--- src/rtl/led_panel_framebuffer.sv ---
// ---------------------------------------------------------------------------
// led_panel_framebuffer
//
// Double-buffered 3-bit RGB frame memory for a COLUMNS x (2*ROW_PAIRS) LED
// panel, placed directly upstream of the panel scan driver.
//
// The pixel writer fills the back bank.  The scan driver reads the front bank
// and gets the upper-half and lower-half pixels of a row pair together.  A
// requested front/back exchange waits for the scan driver's frame boundary,
// so a frame is never displayed torn.
//
// Ports
//   clock_i          system clock, all logic on posedge
//   reset_i          synchronous active-high reset (memory contents kept)
//   wr_valid_i       pixel write request
//   wr_ready_o       write accepted when wr_valid_i && wr_ready_o at posedge
//   wr_x_i           write column
//   wr_y_i           write row; MSB selects the upper/lower half array
//   wr_rgb_i         write colour {R,G,B}
//   clear_i          pulse: zero the whole back bank
//   busy_o           high while a clear is running
//   swap_req_i       pulse: request front/back exchange
//   swap_pending_o   swap requested but not yet executed
//   frame_end_i      pulse from scan driver after its last scan address
//   swap_done_o      one-cycle pulse in the cycle after the swap executes
//   front_bank_o     bank currently displayed
//   rd_en_i          read request
//   rd_address_i     scan address (row pair)
//   rd_column_i      column
//   rd_rgb_0_o       pixel at row rd_address_i
//   rd_rgb_1_o       pixel at row rd_address_i + ROW_PAIRS
//   rd_valid_o       rd_rgb_*_o valid (one cycle after rd_en_i)
// ---------------------------------------------------------------------------
module led_panel_framebuffer #(
    parameter int COLUMNS   = 32,
    parameter int ROW_PAIRS = 8
) (
    input  logic                             clock_i,
    input  logic                             reset_i,

    input  logic                             wr_valid_i,
    output logic                             wr_ready_o,
    input  logic [$clog2(COLUMNS)-1:0]       wr_x_i,
    input  logic [$clog2(ROW_PAIRS):0]       wr_y_i,
    input  logic [2:0]                       wr_rgb_i,

    input  logic                             clear_i,
    output logic                             busy_o,

    input  logic                             swap_req_i,
    output logic                             swap_pending_o,
    input  logic                             frame_end_i,
    output logic                             swap_done_o,
    output logic                             front_bank_o,

    input  logic                             rd_en_i,
    input  logic [$clog2(ROW_PAIRS)-1:0]     rd_address_i,
    input  logic [$clog2(COLUMNS)-1:0]       rd_column_i,
    output logic [2:0]                       rd_rgb_0_o,
    output logic [2:0]                       rd_rgb_1_o,
    output logic                             rd_valid_o
);

    localparam int COL_W  = $clog2(COLUMNS);
    localparam int ADDR_W = $clog2(ROW_PAIRS);
    localparam int CNT_W  = ADDR_W + COL_W;
    localparam int MEM_AW = 1 + CNT_W;
    localparam int DEPTH  = 2 * ROW_PAIRS * COLUMNS;

    localparam logic [CNT_W-1:0] CLR_LAST = '1;

    typedef enum logic {
        IDLE     = 1'b0,
        CLEARING = 1'b1
    } state_t;

    // Two half-panel arrays, indexed {bank, row[ADDR_W-1:0], col}.
    logic [2:0] upper_mem [0:DEPTH-1];
    logic [2:0] lower_mem [0:DEPTH-1];

    state_t             state_q, state_d;
    logic [CNT_W-1:0]   clr_cnt_q, clr_cnt_d;
    logic               front_q, front_d;
    logic               pending_q, pending_d;
    logic               swap_done_q, swap_done_d;
    logic               rd_valid_q;
    logic [2:0]         rd_rgb_0_q;
    logic [2:0]         rd_rgb_1_q;

    logic               up_we;
    logic               lo_we;
    logic [MEM_AW-1:0]  we_addr;
    logic [2:0]         we_data;
    logic               swap_exec;
    logic [MEM_AW-1:0]  rd_index;

    // A frame boundary seen while clearing is dropped on purpose: swapping
    // then would display a half-cleared bank.
    assign swap_exec = pending_q && frame_end_i && (state_q != CLEARING);

    // Reads always use the bank displayed before this edge, so a read issued
    // together with the swapping frame_end_i still sees the old frame.
    assign rd_index = {front_q, rd_address_i, rd_column_i};

    always_comb begin
        state_d    = state_q;
        clr_cnt_d  = clr_cnt_q;
        up_we      = 1'b0;
        lo_we      = 1'b0;
        we_addr    = '0;
        we_data    = '0;
        wr_ready_o = 1'b0;
        busy_o     = 1'b0;

        case (state_q)
            IDLE: begin
                wr_ready_o = 1'b1;
                if (wr_valid_i) begin
                    we_addr = {~front_q, wr_y_i[ADDR_W-1:0], wr_x_i};
                    we_data = wr_rgb_i;
                    if (wr_y_i[ADDR_W]) begin
                        lo_we = 1'b1;
                    end else begin
                        up_we = 1'b1;
                    end
                end
                if (clear_i) begin
                    state_d   = CLEARING;
                    clr_cnt_d = '0;
                end
            end

            CLEARING: begin
                busy_o    = 1'b1;
                up_we     = 1'b1;
                lo_we     = 1'b1;
                we_addr   = {~front_q, clr_cnt_q};
                we_data   = 3'b000;
                // Counter wraps to zero after the last location, ready for
                // the next clear.
                clr_cnt_d = clr_cnt_q + 1'b1;
                if (clr_cnt_q == CLR_LAST) begin
                    state_d = IDLE;
                end
            end

            default: begin
                state_d = IDLE;
            end
        endcase
    end

    always_comb begin
        front_d     = front_q ^ swap_exec;
        swap_done_d = swap_exec;
        pending_d   = pending_q;
        // Execution wins over a coincident request; the merged request is
        // satisfied by this swap.
        if (swap_exec) begin
            pending_d = 1'b0;
        end else if (swap_req_i) begin
            pending_d = 1'b1;
        end
    end

    always_ff @(posedge clock_i) begin
        if (reset_i) begin
            state_q     <= IDLE;
            clr_cnt_q   <= '0;
            front_q     <= 1'b0;
            pending_q   <= 1'b0;
            swap_done_q <= 1'b0;
        end else begin
            state_q     <= state_d;
            clr_cnt_q   <= clr_cnt_d;
            front_q     <= front_d;
            pending_q   <= pending_d;
            swap_done_q <= swap_done_d;
        end
    end

    // Storage is never reset; an interrupted clear leaves memory as it was.
    always_ff @(posedge clock_i) begin
        if (!reset_i) begin
            if (up_we) begin
                upper_mem[we_addr] <= we_data;
            end
            if (lo_we) begin
                lower_mem[we_addr] <= we_data;
            end
        end
    end

    always_ff @(posedge clock_i) begin
        if (reset_i) begin
            rd_valid_q <= 1'b0;
            rd_rgb_0_q <= 3'b000;
            rd_rgb_1_q <= 3'b000;
        end else begin
            rd_valid_q <= rd_en_i;
            if (rd_en_i) begin
                rd_rgb_0_q <= upper_mem[rd_index];
                rd_rgb_1_q <= lower_mem[rd_index];
            end
        end
    end

    assign swap_pending_o = pending_q;
    assign swap_done_o    = swap_done_q;
    assign front_bank_o   = front_q;
    assign rd_valid_o     = rd_valid_q;
    assign rd_rgb_0_o     = rd_rgb_0_q;
    assign rd_rgb_1_o     = rd_rgb_1_q;

endmodule

--- config.mk ---
export PLATFORM = sky130hd
export DESIGN_NAME = led_panel_framebuffer
export DESIGN_NICKNAME = d
export VERILOG_FILES = /design/src/rtl/led_panel_framebuffer.sv
export SDC_FILE = /design/constraint.sdc
export NUM_CORES = 2
export LEC_CHECK = 0
export BUFFER_PORTS_ARGS = -buffer_cell sky130_fd_sc_hd__buf_2
export CAP_MARGIN = 20
export CORE_AREA = 2 2 598 600
export DETAILED_ROUTE_END_ITERATION = 10
export DIE_AREA = 0 0 600 602
export SLEW_MARGIN = 20
export SYNTH_ARGS = -nofsm -noshare
export SYNTH_HDL_FRONTEND = slang
export SYNTH_SLANG_ARGS = --single-unit
--- constraint.sdc ---
create_clock -name clock_i -period 43.4 [get_ports clock_i]
set_clock_uncertainty 0.1 [all_clocks]
set_input_delay 2.17 -clock clock_i [delete_from_list [all_inputs] [get_ports clock_i]]
set_output_delay 2.17 -clock clock_i [all_outputs]
set_load 0.05 [all_outputs]
# Yosys cells after proc, flatten, opt, wreduce, memory -nomap -nowiden
# Memory sizes are Yosys's and may differ from the RTL's. A register that Yosys moved wholly into a read port is not among the register bits.
# Index checks and enable logic that the tools add are counted.
# Widths: inputs -> output; s select.
# word_totals
regBits,13
latch_bits,0
ramBits,3072
rom_bits,0
output_inout_bits,12
word_cells,40
n_memories,2
# mem_list
memory,depth,word_bits,rd,rd_ports_with_merged_regs,write_ports,line,text
lower_mem,512,3,1,1,1,79,logic [2:0] lower_mem [0:DEPTH-1];
upper_mem,512,3,1,1,1,78,logic [2:0] upper_mem [0:DEPTH-1];
# classes
add_sub_neg,1
multipliers,0
div,0
magnitude_cmp,0
eq_ne,2
n_shift,0
muxes,23
bitwise,3
reduce_logical,3
# ops
op,count
$pmux 9 s2,1
$pmux 8 s2,1
$mux 1,14
$mux 9,1
$add 8x1->8 const B,1
$eq 8x8->1 const B,1
$mux 8,1
$pmux 1 s2,3
$pmux 3 s2,1
$mux 3,1
$logic_and 1x1->1,2
$ne 2x2->1 const B,1
$not 1->1,2
$reduce_or 2->1,1
$xor 1x1->1,1

# Longest topological paths before layout
# logic_depth
ltp_word,6
depth_mapped,13
ltp_nobuf,7

# Least setup slack after synthesis
# Ideal clock, no wire load.
# synth_path
path_type,input to register
from,input port wr_valid_i
to,memory lower_mem[0][0] (data pin)
setup_time_ns,2.867
arrival_time_ns,15.469
required_ns,40.433
slack_ns,24.964
path_stages,3
n_path_buf,1
path_cell_list,nor2b_1 clkbuf_1 and2_1
# synth_via
elab_chain_cells,2
# synth_lines
element,line,text
from (decl),41,"input logic wr_valid_i,"
$mux 3,118,if (wr_valid_i) begin
$pmux 3 s2,115,case (state_q)
via we_data[0],93,logic [2:0] we_data;
to (decl),79,
# The timed path passes the listed nets, and every way through them passes these cells.

==> results.py <==
metrics = {
    "global_routing": {
        "grtUsageMet3": 0.0369,
        "grt_util_met2": 0.322,
        "busiest_layer": "met2",
        "grt_max_degree": 229,
        "antenna_found_initial": 29,
        "grt_first_pass_wirelength_mm": 511,
        "met1_usage": 0.262,
        "grt_overflow": 0,
        "grt_usage": 0.198,
        "grt_pass1_vias": 66800,
    },
    "placement": {
        "place_area_um2": 129000,
        "hpwlAfterDp_mm": 212,
        "gp_congestion": 0.852,
        "place_ws_ns": 34.55,
        "dp.cells": 11100,
        "port_buffers": 38,
    },
    "clocking": {
        "cts_max_path_buffers": 4,
        "htree_levels": 5,
        "cts_resized": 0,
        "clock_latency_ns": 0.89,
        "hold_buffers": 0,
        "clock_sinks": 3091,
        "cts_root_buf": "clkbuf_16",
        "clk_pin_slew_ns": 0.07,
        "cts_buffers": 320,
        "cts_setup_buffers": 0,
        "cts_tree": "yes",
    },
    "sta": {
        "period_minus_slack_ns": 7.85,
        "finalHoldViolations": 0,
        "finalCritPeriodShare": 0.181,
        "max-slew-margin-rel": 0.201,
        "fmax_ghz": 0.127,
        "maxSlewViolCount": 0,
        "setup_slack_ns": 35.55,
        "tightest_slew_ns": 1.20,
        "tns_ns": 0,
        "whs_ns": 0.431,
        "setup_viol": 0,
        "rsz0062_at_grt": "no",
    },
    "worst_hold_path": {
        "hold_class": "reg2reg",
    },
    "critical_path": {
        "critPathRequiredTime_ns": 44.02,
        "cp_top_family": "buffers and inverters",
        "crit_path_max_fanout": 86,
        "worstSetupEndpointType": "flop",
        "cpPeakStageDelay_ns": 0.81,
        "crit_top_cell": "buf_4",
        "crit_chain": "buf_8 -> buf_4 -> buf_12 -> buf_4 -> buf_4 -> buf_4 -> buf_4 -> mux4_2 -> a221oi_1 -> o21ai_0 -> o21ai_0 -> or3_1 -> o32ai_2",
        "worstSetupPathType": "in2reg",
        "cp_num_buf_inv": 7,
        "cp.arrival_ns": 8.47,
        "crit_path_start_kind": "input port",
        "cp_slowest_cell": "buf_4",
    },
    "synthesis": {
        "synth_warnings": 0,
        "synth.most_common_cell": "edfxtp_1",
        "ys_top_cells_by_area": "edfxtp_1 (75%), mux4_2 (13%), nor2_1 (3.4%)",
        "syn_area_per_cell_um2": 18.8,
        "postSynthCellCount": 6571,
        "synth_flop_cell": "edfxtp_1",
        "netlist-cell-type-count": 78,
        "post-synth-top-area-cell": "edfxtp_1",
        "ys_seq_area_frac": 0.749,
        "synthArstFlopShare": 0,
        "synth_commonest_cells": "edfxtp_1 (3072), nor2_1 (1110), mux4_2 (711)",
        "ys_ff_latch": 3091,
        "synth_nets": 6599,
        "netlist_area_um2": 124000,
        "synth_edf_count": 3072,
        "netlist.area_leader.share": 0.746,
    },
    "power_and_ir_drop": {
        "p_per_area_nw_per_um2": 45.6,
        "p_leak_nw": 42.4,
        "power.total_mw": 6.35,
        "ir_drop_mv": 0.0292,
    },
    "floorplanning": {
        "initial_core_util": 0.348,
        "ioPinCount": 39,
        "dieArea_um2": 361000,
        "rows": 219,
        "die_w_um": 600,
        "core_area_um2": 355000,
        "fp.dieH_um": 602,
    },
    "cells_and_area": {
        "fin_area_um2": 139000,
        "finalNetCount": 6656,
        "postLayoutCoreUtil": 0.392,
        "regArea_um2": 92600,
        "instances_no_fill": 11600,
        "areaGrowthSynthToFinish_pct": 12.6,
        "num-fill-cells": 31700,
        "multi_input_area_um2": 28500,
        "drive_gt1_frac": 0.218,
    },
    "routing": {
        "viasPerCell": 5.71,
        "drt_iter0_markers": 8914,
        "vias": 66400,
        "wl_per_cell_um": 31.1,
        "first_pass_iters": 6,
        "wl_mm": 362,
        "antenna_left": 0,
        "route.detailed.drc": 0,
    },
    "run": {
        "max_cap_viol_count": 0,
    },
    "status": {
        "status": "completed",
    },
}
==> metal layers <==
layer	vias to the layer above	wire, µm
met5	-	99
met4	16	15800
met3	723	33700
met2	3698	174000
met1	35400	138000
li1	26600	-
==> cells in the final DEF (no fill, tap or decap), drive strengths merged, types with 7 or more instances in the layout <==
cell type / count
edfxtp: 3072
nor2: 1110
mux4: 718
clkbuf: 394
buf: 228
nand2: 218
mux2i: 175
clkinv: 121
a22oi: 112
nand3: 70
o22ai: 70
a21oi: 64
nor3: 50
o221ai: 42
o21ai: 38
bufinv: 33
a211oi: 25
a31oi: 23
nor2b: 23
a221oi: 21
dfxtp: 19
and2: 19
nor4: 19
inv: 19
nand4: 16
diode: 15
mux2: 14
clkinvlp: 14
nand2b: 14
and3: 11
a2111oi: 11
nand3b: 9
o31ai: 9
o211ai: 7
a41oi: 7
==> area by class of cell <==
class | count | share of cell area
inverter | 7 | 0.000207
tap | 4751 | 0.0427
multi-input combinational | 2980 | 0.205
timing repair buffer | 228 | 0.0129
clock inverter | 180 | 0.0133
clock buffer | 394 | 0.0607
sequential | 3091 | 0.665
antenna | 15 | 0.000270
==> tightest hold or removal path, delay by kind of cell (launching register included) <==
kind	cells	cell delay, ns
DFF	1	0.31
and+or+nand+nor	2	0.17
==> path summary, 6_finish.rpt <==
kind | start | cells after the start | slack (ns) | end
worst min-delay path | swap_pending_o$_SDFFE_PP0P_ | 2 | 0.43 | swap_done_o$_SDFF_PP0_
worst min register to register | swap_pending_o$_SDFFE_PP0P_ | 2 | 0.43 | swap_done_o$_SDFF_PP0_
worst max-delay path | rd_column_i[0] | 13 | 35.55 | rd_rgb_1_o[1]$_SDFFE_PP0P_
worst max register to register | state_q$_SDFF_PP0_ | 5 | 38.27 | lower_mem[412][0]$_DFFE_PP_
==> power breakdown <==
| group | internal (mW) | switching (mW) | total (mW) |
|---|---|---|---|
| Sequential | 3.28 | 0.00265 | 3.29 |
| Combinational | 0.0965 | 0.225 | 0.321 |
| Clock | 1.59 | 1.16 | 2.74 |
| Total | 4.97 | 1.38 | 6.35 |
==> logic make-up after synthesis <==
group	share of synthesized area
adders and majority gates	0.000101
AOI/OAI and AO/OA	0.0281
xor gates and xnor gates	0.0000708
DFF	0.749
and+or+nand+nor	0.0528
muxes	0.146
buffers and inverters	0.0233
==> flip-flops by register name (all words and copies together) (netlist names) <==
signal and flops:
lower_mem 1536, upper_mem 1536, clr_cnt_q 8, state_q 1, swap_pending_o 1, rd_rgb_1_o 3
front_bank_o 1, rd_rgb_0_o 3, rd_valid_o 1, swap_done_o 1
No activity file was read; power rests on OpenSTA's default activity.
